**src/rtl/pc_sequencer.sv**
```systemverilog
// Next-PC controller: selects sequential, branch, jump-table or return-stack targets,
// raises a one-cycle flush after each redirect and halts on stack faults.
module pc_sequencer #(
    parameter int PC_W     = 8,
    parameter int PC_STEP  = 2,
    parameter int TBL_N    = 16,
    parameter int STK_D    = 4,
    parameter int RESET_PC = 0
) (
    input  logic                     clk,
    input  logic                     rst,
    input  logic                     stall,
    input  logic                     br_taken,
    input  logic [PC_W-1:0]          br_target,
    input  logic                     jt_req,
    input  logic                     call,
    input  logic                     ret,
    input  logic [$clog2(TBL_N)-1:0] jt_idx,
    input  logic                     tbl_we,
    input  logic [$clog2(TBL_N)-1:0] tbl_waddr,
    input  logic [PC_W-1:0]          tbl_wdata,
    output logic [PC_W-1:0]          pc,
    output logic                     flush,
    output logic                     fault,
    output logic                     stk_ovf,
    output logic                     stk_unf
);

    localparam int SP_W = $clog2(STK_D + 1);

    typedef enum logic [1:0] {
        ST_RUN,
        ST_FLUSH,
        ST_FAULT
    } state_e;

    state_e            state_q, state_d;
    logic [PC_W-1:0]   pc_q, pc_d;
    logic              flush_q, flush_d;
    logic              fault_q;
    logic              ovf_q, ovf_d;
    logic              unf_q, unf_d;
    logic [SP_W-1:0]   sp_q, sp_d;
    logic [PC_W-1:0]   stk_q [STK_D];
    logic [PC_W-1:0]   tbl_q [TBL_N];
    logic              push;
    logic [PC_W-1:0]   pcInc;
    logic [PC_W-1:0]   stkTop;
    logic [PC_W-1:0]   tblRd;

    assign pcInc = pc_q + PC_W'(PC_STEP);
    // Table reads see the registered contents, so a same-cycle write returns the old entry.
    assign tblRd = tbl_q[jt_idx];

    always_comb begin
        stkTop = '0;
        for (int i = 0; i < STK_D; i++) begin
            if (sp_q == SP_W'(i + 1)) stkTop = stk_q[i];
        end
    end

    always_comb begin
        state_d = state_q;
        pc_d    = pc_q;
        flush_d = flush_q;
        sp_d    = sp_q;
        ovf_d   = ovf_q;
        unf_d   = unf_q;
        push    = 1'b0;
        if (!stall) begin
            case (state_q)
                ST_RUN: begin
                    flush_d = 1'b1;
                    state_d = ST_FLUSH;
                    if (ret) begin
                        if (sp_q != '0) begin
                            pc_d = stkTop;
                            sp_d = sp_q - SP_W'(1);
                        end else begin
                            unf_d   = 1'b1;
                            flush_d = 1'b0;
                            state_d = ST_FAULT;
                        end
                    end else if (call) begin
                        if (sp_q != SP_W'(STK_D)) begin
                            push = 1'b1;
                            sp_d = sp_q + SP_W'(1);
                            pc_d = tblRd;
                        end else begin
                            ovf_d   = 1'b1;
                            flush_d = 1'b0;
                            state_d = ST_FAULT;
                        end
                    end else if (jt_req) begin
                        pc_d = tblRd;
                    end else if (br_taken) begin
                        pc_d = br_target;
                    end else begin
                        pc_d    = pcInc;
                        flush_d = 1'b0;
                        state_d = ST_RUN;
                    end
                end
                // Requests arriving here belong to the squashed instruction and are dropped.
                ST_FLUSH: begin
                    pc_d    = pcInc;
                    flush_d = 1'b0;
                    state_d = ST_RUN;
                end
                ST_FAULT: begin
                    state_d = ST_FAULT;
                end
                default: begin
                    state_d = ST_FAULT;
                end
            endcase
        end
    end

    always_ff @(posedge clk) begin
        if (!rst) begin
            state_q <= ST_RUN;
            pc_q    <= PC_W'(RESET_PC);
            flush_q <= 1'b0;
            fault_q <= 1'b0;
            ovf_q   <= 1'b0;
            unf_q   <= 1'b0;
            sp_q    <= '0;
            for (int i = 0; i < STK_D; i++) stk_q[i] <= '0;
            for (int i = 0; i < TBL_N; i++) tbl_q[i] <= '0;
        end else begin
            state_q <= state_d;
            pc_q    <= pc_d;
            flush_q <= flush_d;
            fault_q <= (state_d == ST_FAULT);
            ovf_q   <= ovf_d;
            unf_q   <= unf_d;
            sp_q    <= sp_d;
            for (int i = 0; i < STK_D; i++) begin
                if (push && sp_q == SP_W'(i)) stk_q[i] <= pcInc;
            end
            if (tbl_we) tbl_q[tbl_waddr] <= tbl_wdata;
        end
    end

    assign pc      = pc_q;
    assign flush   = flush_q;
    assign fault   = fault_q;
    assign stk_ovf = ovf_q;
    assign stk_unf = unf_q;

endmodule

```
**config.mk**
```make
export PLATFORM = sky130hd
export DESIGN_NAME = pc_sequencer
export DESIGN_NICKNAME = d
export VERILOG_FILES = /design/src/rtl/pc_sequencer.sv
export SDC_FILE = /design/constraint.sdc
export NUM_CORES = 1
export LEC_CHECK = 0
export CAP_MARGIN = 20
export CORE_MARGIN = 8
export CORE_UTILIZATION = 44
export CTS_CLUSTER_DIAMETER = 50
export DETAILED_ROUTE_END_ITERATION = 8
export PLACE_DENSITY_LB_ADDON = 0.3
export SETUP_SLACK_MARGIN = 0.15
export SYNTH_ARGS = -nofsm -noshare
export SYNTH_HDL_FRONTEND = slang
export SYNTH_SLANG_ARGS = --single-unit
```
**constraint.sdc**
```tcl
create_clock -name clk -period 2.9 [get_ports clk]
set_clock_uncertainty 0.05 [all_clocks]
set_input_delay 0.435 -clock clk [delete_from_list [all_inputs] [get_ports clk]]
set_output_delay 0.435 -clock clk [all_outputs]
set_load 0.01 [all_outputs]
```
==> run metrics <==
ANT nets after route 0; Primary FF master, synth edfxtp_1; IO Count 44; CTS tree built; Starting Density 0.445; CTS Root Cell clkbuf_16; routed vias 5,505; clk buf depth 2; Worst EP arrival 2.55 ns; initial antenna violation count 0; critical path's most frequent cell nand2_1; CP Max Fanout 16; Peak Freq 440 MHz; EDFF count, synth 160; nets@finish 763; Power per Cell Area 601 nW/um^2; Syn Area/Cell 12.9 um^2; largest net degree at the start of global routing 34; ant diodes 0; register bit count reported by yosys 177; Synth cell types 56; post-CTS setup buffers 0; area taken by multi-input logic gates 3230 um^2; Die ar. 24,300 um^2; GP Congestion 0.851; # clock sinks 177; P&R area growth vs syn 16.7%; DRC Markers 0; post-DP HPWL 14,500 um; WL met2 10,500 um; DRT met1 WL 8370 um; endpoints failing setup 0; drt total wl 20,500 um; clock network latency to the later pin of the worst-skew pair 0.43 ns; share of the yosys chip area belonging to registers 0.598; CP top delay family simple AND/OR/NAND/NOR gates; fin. max-slew vios 0; die height 156 um; RSZ-0062 raised after global routing false; startpoint types flop; vias in the first global route 5,500; clock slew at reported path FFs 0.07 ns; CP max stage delay 0.37 ns; fin crit share 0.784; vias per cell 5.49; worst rel slew slack 0.524; Syn Nets 704; IO buf count 43; setup TNS 0 ns; GRT Util Overall 0.173; dominant cells by area after synthesis edfxtp_1 56%, and2_1 9.6%, mux4_2 6.5%; remaining global-route overflow 0; highest metal used met4; Pleak 0.00356 uW; leading area contributor after synthesis edfxtp_1; FP Rows 51; min Tclk post-route 2.27 ns; # resized after CTS 0; # hold bufs at CTS 0; Cell Area, Synth 8610 um^2; fill count 1,660; share of layout cells above drive strength 1 0.141; Synth Instances 665; Avg WL per Cell 20.4 um; kind of end point of the critical path flop; Slew @ Worst Pin 0.709 ns; top-area cell type share of the netlist area 0.558; drt first pass iters 5; die width 156 um; Core Util, Final 0.520; register area 5140 um^2; Inserted Clock Buffers 17; Final Hold Vio Count 0; warning count from the yosys run 0; initial DRC count 398; worst-path cell with the longest stage delay dfxtp_1; Core ar. 19,300 um^2; Worst IR Drop VDD 0.404 mV; Worst EP required 3.18 ns; PnR Total Power 6040 uW; Met3 Routed Length 1230 um; first-pass GRT wire length 31,500 um; Max Cap Viol 0; FFs w/ async S/R, synth 0; Setup CP Type flop to flop; CP cell instances inv_1 > ha_1 > nand2_1 > nor4b_1 > nor4_2 > buf_4 > nand2_1 > a221o_1 > o21a_1; worst path bufs/invs 2; Tightest Hold Check Type flop to flop; H-tree depth 4; status complete, no violations
## layer usage
metal / global-route usage / up-vias
li1: - / 2573
met1: 0.211 / 2713
met2: 0.302 / 195
met3: 0.0335 / 24
met4: 0.0610 / 0
met5: 0 / -
## cells in the mapped netlist (5+ instances only)
master and number:
nand3_1 8, nand2b_1 10, inv_1 6, nor2_1 57, nand4_1 5, buf_2 6, nor3_1 6, mux4_2 25
mux4_1 11, edfxtp_1 160, a31oi_1 8, buf_1 5, o21ai_0 40, nand2_1 41, and2_1 132, ha_1 7
dfxtp_1 17, mux2i_1 6, clkbuf_1 25, a21oi_1 18
## logic make-up (layout without fill, tap and decap cells)
group | Yosys count | after routing | share of synthesized area
DFF | 177 | 177 | 0.598
buffers and inverters | 49 | 121 | 0.0272
and+or+nand+nor | 279 | 279 | 0.175
muxes | 46 | 46 | 0.111
xor gates and xnor gates | 8 | 8 | 0.00814
AOI/OAI and AO/OA | 99 | 99 | 0.0705
adders and majority gates | 7 | 7 | 0.0102
## flip-flops by register name (all words and copies together) (netlist names)
| name | flops |
|---|---|
| flush | 1 |
| pc | 8 |
| stk_ovf | 1 |
| stk_q | 32 |
| stk_unf | 1 |
| sp_q | 3 |
| fault | 1 |
| state_q | 2 |
| tbl_q | 128 |
## worst reg2reg max path, cell delays in order, from the launching register on
cell and delay (ns):
dfxtp_1 0.37, inv_1 0.11, ha_1 0.28, nand2_1 0.24, nor4b_1 0.10, nor4_2 0.18
buf_4 0.26, nand2_1 0.10, a221o_1 0.29, o21a_1 0.19
## where the power goes
part	total [uW]	internal (uW)	switching, uW
Clock	2250	1210	1040
Combinational	781	347	434
Sequential	3010	2930	79.9
## path summary, 6_finish.rpt
path,start,to,slack [ns],depth (start not counted)
max reg2reg,sp_q[0]$_SDFFE_PN0P_,pc[5]$_SDFFE_PN0P_,0.63,9
max,sp_q[0]$_SDFFE_PN0P_,pc[5]$_SDFFE_PN0P_,0.63,9
min,stk_ovf$_SDFFE_PN0P_,stk_ovf$_SDFFE_PN0P_,0.47,2
min reg2reg,stk_ovf$_SDFFE_PN0P_,stk_ovf$_SDFFE_PN0P_,0.47,2
## placed cells by master, fill, tap and decap left out, types with 10 or more instances in the layout
cell type,Yosys,layout
a21oi_1,18,18
and2_1,132,132
buf_4,3,37
clkbuf_16,0,17
clkdlybuf4s50_1,0,42
dfxtp_1,17,17
edfxtp_1,160,160
mux4_1,11,11
mux4_2,25,25
nand2_1,41,41
nand2b_1,10,10
nor2_1,57,57
o21ai_0,40,40
## final cells by class
| cell class | count | area share |
|---|---|---|
| inverters | 7 | 0.00261 |
| clock buffers | 17 | 0.0423 |
| well taps | 265 | 0.0330 |
| flip-flops and latches | 177 | 0.512 |
| repair buffers | 82 | 0.0740 |
| clock inverters | 15 | 0.0147 |
| multi-input cells | 439 | 0.321 |
## metrics by stage
stage | cell area [um^2] | setup slack, ns | cells | hold WS (ns)
global route | 10000 | 0.348 | 1002 | 0.506
floorplan | 8610 | 0.641 | 665 | 0.452
CTS | 10000 | 0.636 | 1002 | 0.483
finish | 10000 | 0.626 | 1002 | 0.467
global placement | 9480 | 0.272 | 970 | 0.426
detailed placement | 9480 | 0.292 | 970 | 0.468
Note: power is estimated with default switching activity, not from simulation.
